### config.mk
export PLATFORM = sky130hd
export DESIGN_NAME = n64_bit_rx
export DESIGN_NICKNAME = d
export VERILOG_FILES = /design/src/rtl/n64_bit_rx.sv
export SDC_FILE = /design/constraint.sdc
export NUM_CORES = 1
export LEC_CHECK = 0
export CAP_MARGIN = 10
export CORE_ASPECT_RATIO = 0.75
export CORE_UTILIZATION = 24
export CTS_CLUSTER_SIZE = 24
export DETAILED_ROUTE_END_ITERATION = 12
export GPL_TIMING_DRIVEN = 0
export HOLD_SLACK_MARGIN = 0.12
export MAX_ROUTING_LAYER = met4
export SKIP_CTS_REPAIR_TIMING = 1
export SYNTH_ARGS = -nofsm -noshare
export SYNTH_HDL_FRONTEND = slang
export SYNTH_SLANG_ARGS = --single-unit
### constraint.sdc
create_clock -name clk_in -period 2.35 [get_ports clk_in]
set_clock_uncertainty 0.1 [all_clocks]
set_input_delay 0.3525 -clock clk_in [delete_from_list [all_inputs] [get_ports clk_in]]
set_output_delay 0.3525 -clock clk_in [all_outputs]
set_load 0.02 [all_outputs]
### src/rtl/n64_bit_rx.sv
// N64 Joybus receiver: measures low/high pulse widths on the synchronized line,
// decodes bits into bytes MSB first and ends the frame on idle-high timeout.
module n64_bit_rx #(
    parameter int unsigned US_CYCLES  = 12,
    parameter int unsigned ONE_MAX_US = 2,
    parameter int unsigned LOW_MAX_US = 5,
    parameter int unsigned IDLE_US    = 5
) (
    input  logic       clk_in,
    input  logic       rst,
    input  logic       din,
    output logic [7:0] rx_data,
    output logic       rx_valid,
    output logic       frame_done,
    output logic       frame_err,
    output logic       busy
);

    localparam int unsigned ONE_MAX  = ONE_MAX_US * US_CYCLES;
    localparam int unsigned LOW_MAX  = LOW_MAX_US * US_CYCLES;
    localparam int unsigned IDLE_MAX = IDLE_US * US_CYCLES;
    localparam int unsigned CNT_TOP  = (LOW_MAX > IDLE_MAX) ? LOW_MAX : IDLE_MAX;
    localparam int unsigned CW       = $clog2(CNT_TOP + 1);

    localparam logic [CW-1:0] ONE_MAX_C  = CW'(ONE_MAX);
    localparam logic [CW-1:0] LOW_MAX_C  = CW'(LOW_MAX);
    localparam logic [CW-1:0] IDLE_MAX_C = CW'(IDLE_MAX);
    localparam logic [CW-1:0] CNT_SAT    = '1;
    localparam logic [CW-1:0] CNT_ONE    = CW'(1);

    localparam logic [1:0] StIdle = 2'd0;
    localparam logic [1:0] StLow  = 2'd1;
    localparam logic [1:0] StHigh = 2'd2;

    logic          s1_q, s2_q, s3_q;
    logic          fall, rise;
    logic [1:0]    state_q, state_d;
    logic [CW-1:0] cnt_q, cnt_d;
    logic [7:0]    shreg_q, shreg_d;
    logic [2:0]    bit_cnt_q, bit_cnt_d;
    logic          pend_bit_q, pend_bit_d;
    logic          pend_valid_q, pend_valid_d;
    logic          err_q, err_d;
    logic [7:0]    rx_data_d;
    logic          rx_valid_d, frame_done_d, frame_err_d, busy_d;

    assign fall = s3_q & ~s2_q;
    assign rise = ~s3_q & s2_q;

    always_comb begin
        state_d      = state_q;
        cnt_d        = (cnt_q == CNT_SAT) ? cnt_q : cnt_q + CNT_ONE;
        shreg_d      = shreg_q;
        bit_cnt_d    = bit_cnt_q;
        pend_bit_d   = pend_bit_q;
        pend_valid_d = pend_valid_q;
        err_d        = err_q;
        rx_data_d    = rx_data;
        rx_valid_d   = 1'b0;
        frame_done_d = 1'b0;
        frame_err_d  = 1'b0;
        busy_d       = busy;
        case (state_q)
            StIdle: begin
                if (fall) begin
                    state_d = StLow;
                    cnt_d   = CNT_ONE;
                    busy_d  = 1'b1;
                end
            end
            StLow: begin
                if (rise) begin
                    // A pulse that already timed out carries no bit.
                    if (cnt_q < LOW_MAX_C) begin
                        pend_bit_d   = (cnt_q < ONE_MAX_C);
                        pend_valid_d = 1'b1;
                    end
                    state_d = StHigh;
                    cnt_d   = CNT_ONE;
                end else if (cnt_q >= LOW_MAX_C) begin
                    err_d = 1'b1;
                end
            end
            StHigh: begin
                if (fall) begin
                    if (pend_valid_q) begin
                        shreg_d      = {shreg_q[6:0], pend_bit_q};
                        bit_cnt_d    = bit_cnt_q + 3'd1;
                        pend_valid_d = 1'b0;
                        if (bit_cnt_q == 3'd7) begin
                            rx_data_d  = {shreg_q[6:0], pend_bit_q};
                            rx_valid_d = 1'b1;
                        end
                    end
                    state_d = StLow;
                    cnt_d   = CNT_ONE;
                end else if (cnt_q >= IDLE_MAX_C) begin
                    // Pending bit here is the stop bit; it is dropped.
                    frame_done_d = 1'b1;
                    frame_err_d  = err_q | (bit_cnt_q != 3'd0) | ~pend_valid_q;
                    shreg_d      = 8'h00;
                    bit_cnt_d    = 3'd0;
                    pend_valid_d = 1'b0;
                    err_d        = 1'b0;
                    busy_d       = 1'b0;
                    state_d      = StIdle;
                end
            end
            default: state_d = StIdle;
        endcase
    end

    always_ff @(posedge clk_in or posedge rst) begin
        if (rst) begin
            s1_q         <= 1'b1;
            s2_q         <= 1'b1;
            s3_q         <= 1'b1;
            state_q      <= StIdle;
            cnt_q        <= '0;
            shreg_q      <= 8'h00;
            bit_cnt_q    <= 3'd0;
            pend_bit_q   <= 1'b0;
            pend_valid_q <= 1'b0;
            err_q        <= 1'b0;
            rx_data      <= 8'h00;
            rx_valid     <= 1'b0;
            frame_done   <= 1'b0;
            frame_err    <= 1'b0;
            busy         <= 1'b0;
        end else begin
            s1_q         <= din;
            s2_q         <= s1_q;
            s3_q         <= s2_q;
            state_q      <= state_d;
            cnt_q        <= cnt_d;
            shreg_q      <= shreg_d;
            bit_cnt_q    <= bit_cnt_d;
            pend_bit_q   <= pend_bit_d;
            pend_valid_q <= pend_valid_d;
            err_q        <= err_d;
            rx_data      <= rx_data_d;
            rx_valid     <= rx_valid_d;
            frame_done   <= frame_done_d;
            frame_err    <= frame_err_d;
            busy         <= busy_d;
        end
    end

endmodule

==> out/qor.yml <==
status: "finished clean"
fin_crit_ns: 1.85
syn_to_final_growth_pct: 20.4
ys_top_cells_by_area: "dfrtp_1 49%, mux2_2 5.4%, o2bb2ai_1 5.2%"
die_h_um: 74.4
num_antenna_cells: 0
htree_levels: 2
via_count: 1147
cts_tree: "built"
clockBufferDepth: 2
cts_buffers: 5
first_global_vias: 1112
core_um2: 6540
critPathRequiredTime_ns: 2.42
overflow: 0
gp_congestion: 0.712
p_per_area_nw_per_um2: 889
critPathKind: "reg2reg"
synth_area_um2: 1680
max-slew-margin-rel_pct: 50.4
routedWlPerCell_um: 13.0
ir_drop_uv: 360
yosys_register_bits: 36
setup_viol: 0
whs_ns: 0.263
avgViaCountPerCell: 4.61
register_area_um2: 905
track_usage_pct: 10.6
path_clk_slew_ns: 0.07
yosysSeqAreaShare_pct: 53.9
mostFrequentLayoutCell: "dfrtp_1"
synth_edf_count: 0
synth.top_cell.area_share_pct: 49.2
ys_warn_count: 0
grt_pass1_wl_mm: 5.64
drive_gt1_share_pct: 17.3
start_util_pct: 25.7
start_kind: "flip-flop"
end_kind: "flip-flop"
arrival_ns: 1.92
clkLatencyLatePin_ns: 0.29
cts_root_buffer: "clkbuf_8"
routed_wl_mm: 3.24
drc: 0
grt_start_max_net_pins: 37
multi_input_area_um2: 698
dp_hpwl_mm: 2.18
ant_nets: 0
syn-num-nets: 153
ys.flop_type: "dfrtp_1"
rsz0062_at_grt: "no"
leakagePower_uw: 0.000863
hold_class: "reg2reg"
placementRows: 25
nFillCells: 674
worstPathMaxFanout: 9
synthCells: 146
clock_sinks: 36
avgSynthCellArea_um2: 11.5
slew_violations: 0
grt_antenna_before_repair: 0
synth_top_area_cell: "dfrtp_1"
post-route-period-util_pct: 78.6
netlist-cell-type-count: 45
die_w_um: 98.5
worst_pin_slew_ns: 0.743
fmaxAchievable_ghz: 0.541
tns_ns: 0
drv_cap: 0
synthArstFlopShare_pct: 100
nets: 174
ioPinCount: 15
drt-initial-drc-count: 46
layout_common_cells: "33 x dfrtp_1, 14 x clkdlybuf4s50_1, 10 x nor2b_1, 10 x o2bb2ai_1, 8 x mux2_2"
hold_viol: 0
dieArea_um2: 7330
io_buffers: 14
drtPass1Iterations: 6
registers in the layout, indices dropped and copies added, names as in the netlist:
register	flops
rx_data	8
shreg_q	7
cnt_q	6
bit_cnt_q	3
state_q	2
busy	1
err_q	1
frame_done	1
frame_err	1
pend_bit_q	1
pend_valid_q	1
rx_valid	1
s1_q	1
s2_q	1
s3_q	1
report_power, final:
group	internal [µW]	switching [µW]	total (µW)
Clock	268	221	489
Combinational	216	257	473
Sequential	737	97.6	834
critical path, stage by stage (launching register included):
cell and delay, ns:
dfstp_2 0.57, nand2b_1 0.06, clkbuf_2 0.17, nor3_4 0.45, mux2_2 0.39
cell type report:
cell class                      count  area share [%]
Sequential cell                    36            44.8
Multi-Input combinational cell     92            34.6
Tap cell                           81            5.02
Buffer                             10            2.23
Inverter                            8            1.49
Timing Repair Buffer               14            6.94
Clock buffer                        8            4.96
logic make-up after synthesis:
logic type | after synthesis | share of synthesized area (%)
DFF | 36 | 53.9
buffers and inverters | 18 | 4.47
adders and majority gates | 4 | 2.98
AOI/OAI and AO/OA | 41 | 17.9
xor gates and xnor gates | 2 | 1.04
muxes | 8 | 5.37
and+or+nand+nor | 37 | 14.3
synth_stat cells, types with 2 or more instances:
cell type	count
o2bb2ai_1	10
clkbuf_1	3
mux2_2	8
dfstp_2	3
a21oi_1	5
inv_1	8
nor2b_1	10
nand3_1	3
a2bb2oi_1	3
clkbuf_2	2
dfrtp_1	33
buf_2	4
a31oi_1	7
o21ai_0	5
nor2_1	2
nand2b_1	2
nand2_1	7
ha_1	4
stage by stage:
step	utilization (%)	cells	worst slack, ns	instance area, µm²	power (µW)
4_1_cts	30.9	249	0.469	2020	1820
6_report	30.9	249	0.502	2020	1800
3_3_place_gp	29.4	241	0.235	1920	1310
5_1_grt	30.9	249	0.377	2020	1930
3_5_place_dp	29.4	241	0.485	1920	1320
2_1_floorplan	-	146	0.695	1680	1210
layer usage:
layer  vias up  GRT usage (%)  part of all wire [%]
li1        573              -                     -
met1       548           15.0                    58
met2        19           13.6                    36
met3         7           3.48                   3.8
met4         0           3.98                   1.6
met5         -              -                     0
final timing paths:
| path | startpoint | end | slack, ns | cells past startpoint |
|---|---|---|---|---|
| setup / recovery | s3_q | rx_data[3] | 0.50 | 4 |
| hold / removal | s1_q | s2_q | 0.26 | 0 |
| setup reg to reg | s3_q | rx_data[3] | 0.50 | 4 |
| hold reg to reg | s1_q | s2_q | 0.26 | 0 |
| max in group asynchronous | rst | shreg_q[2] | 1.27 | 2 |
| min in group asynchronous | rst | cnt_q[0] | 0.41 | 2 |
(Power assumes the default switching activity.)
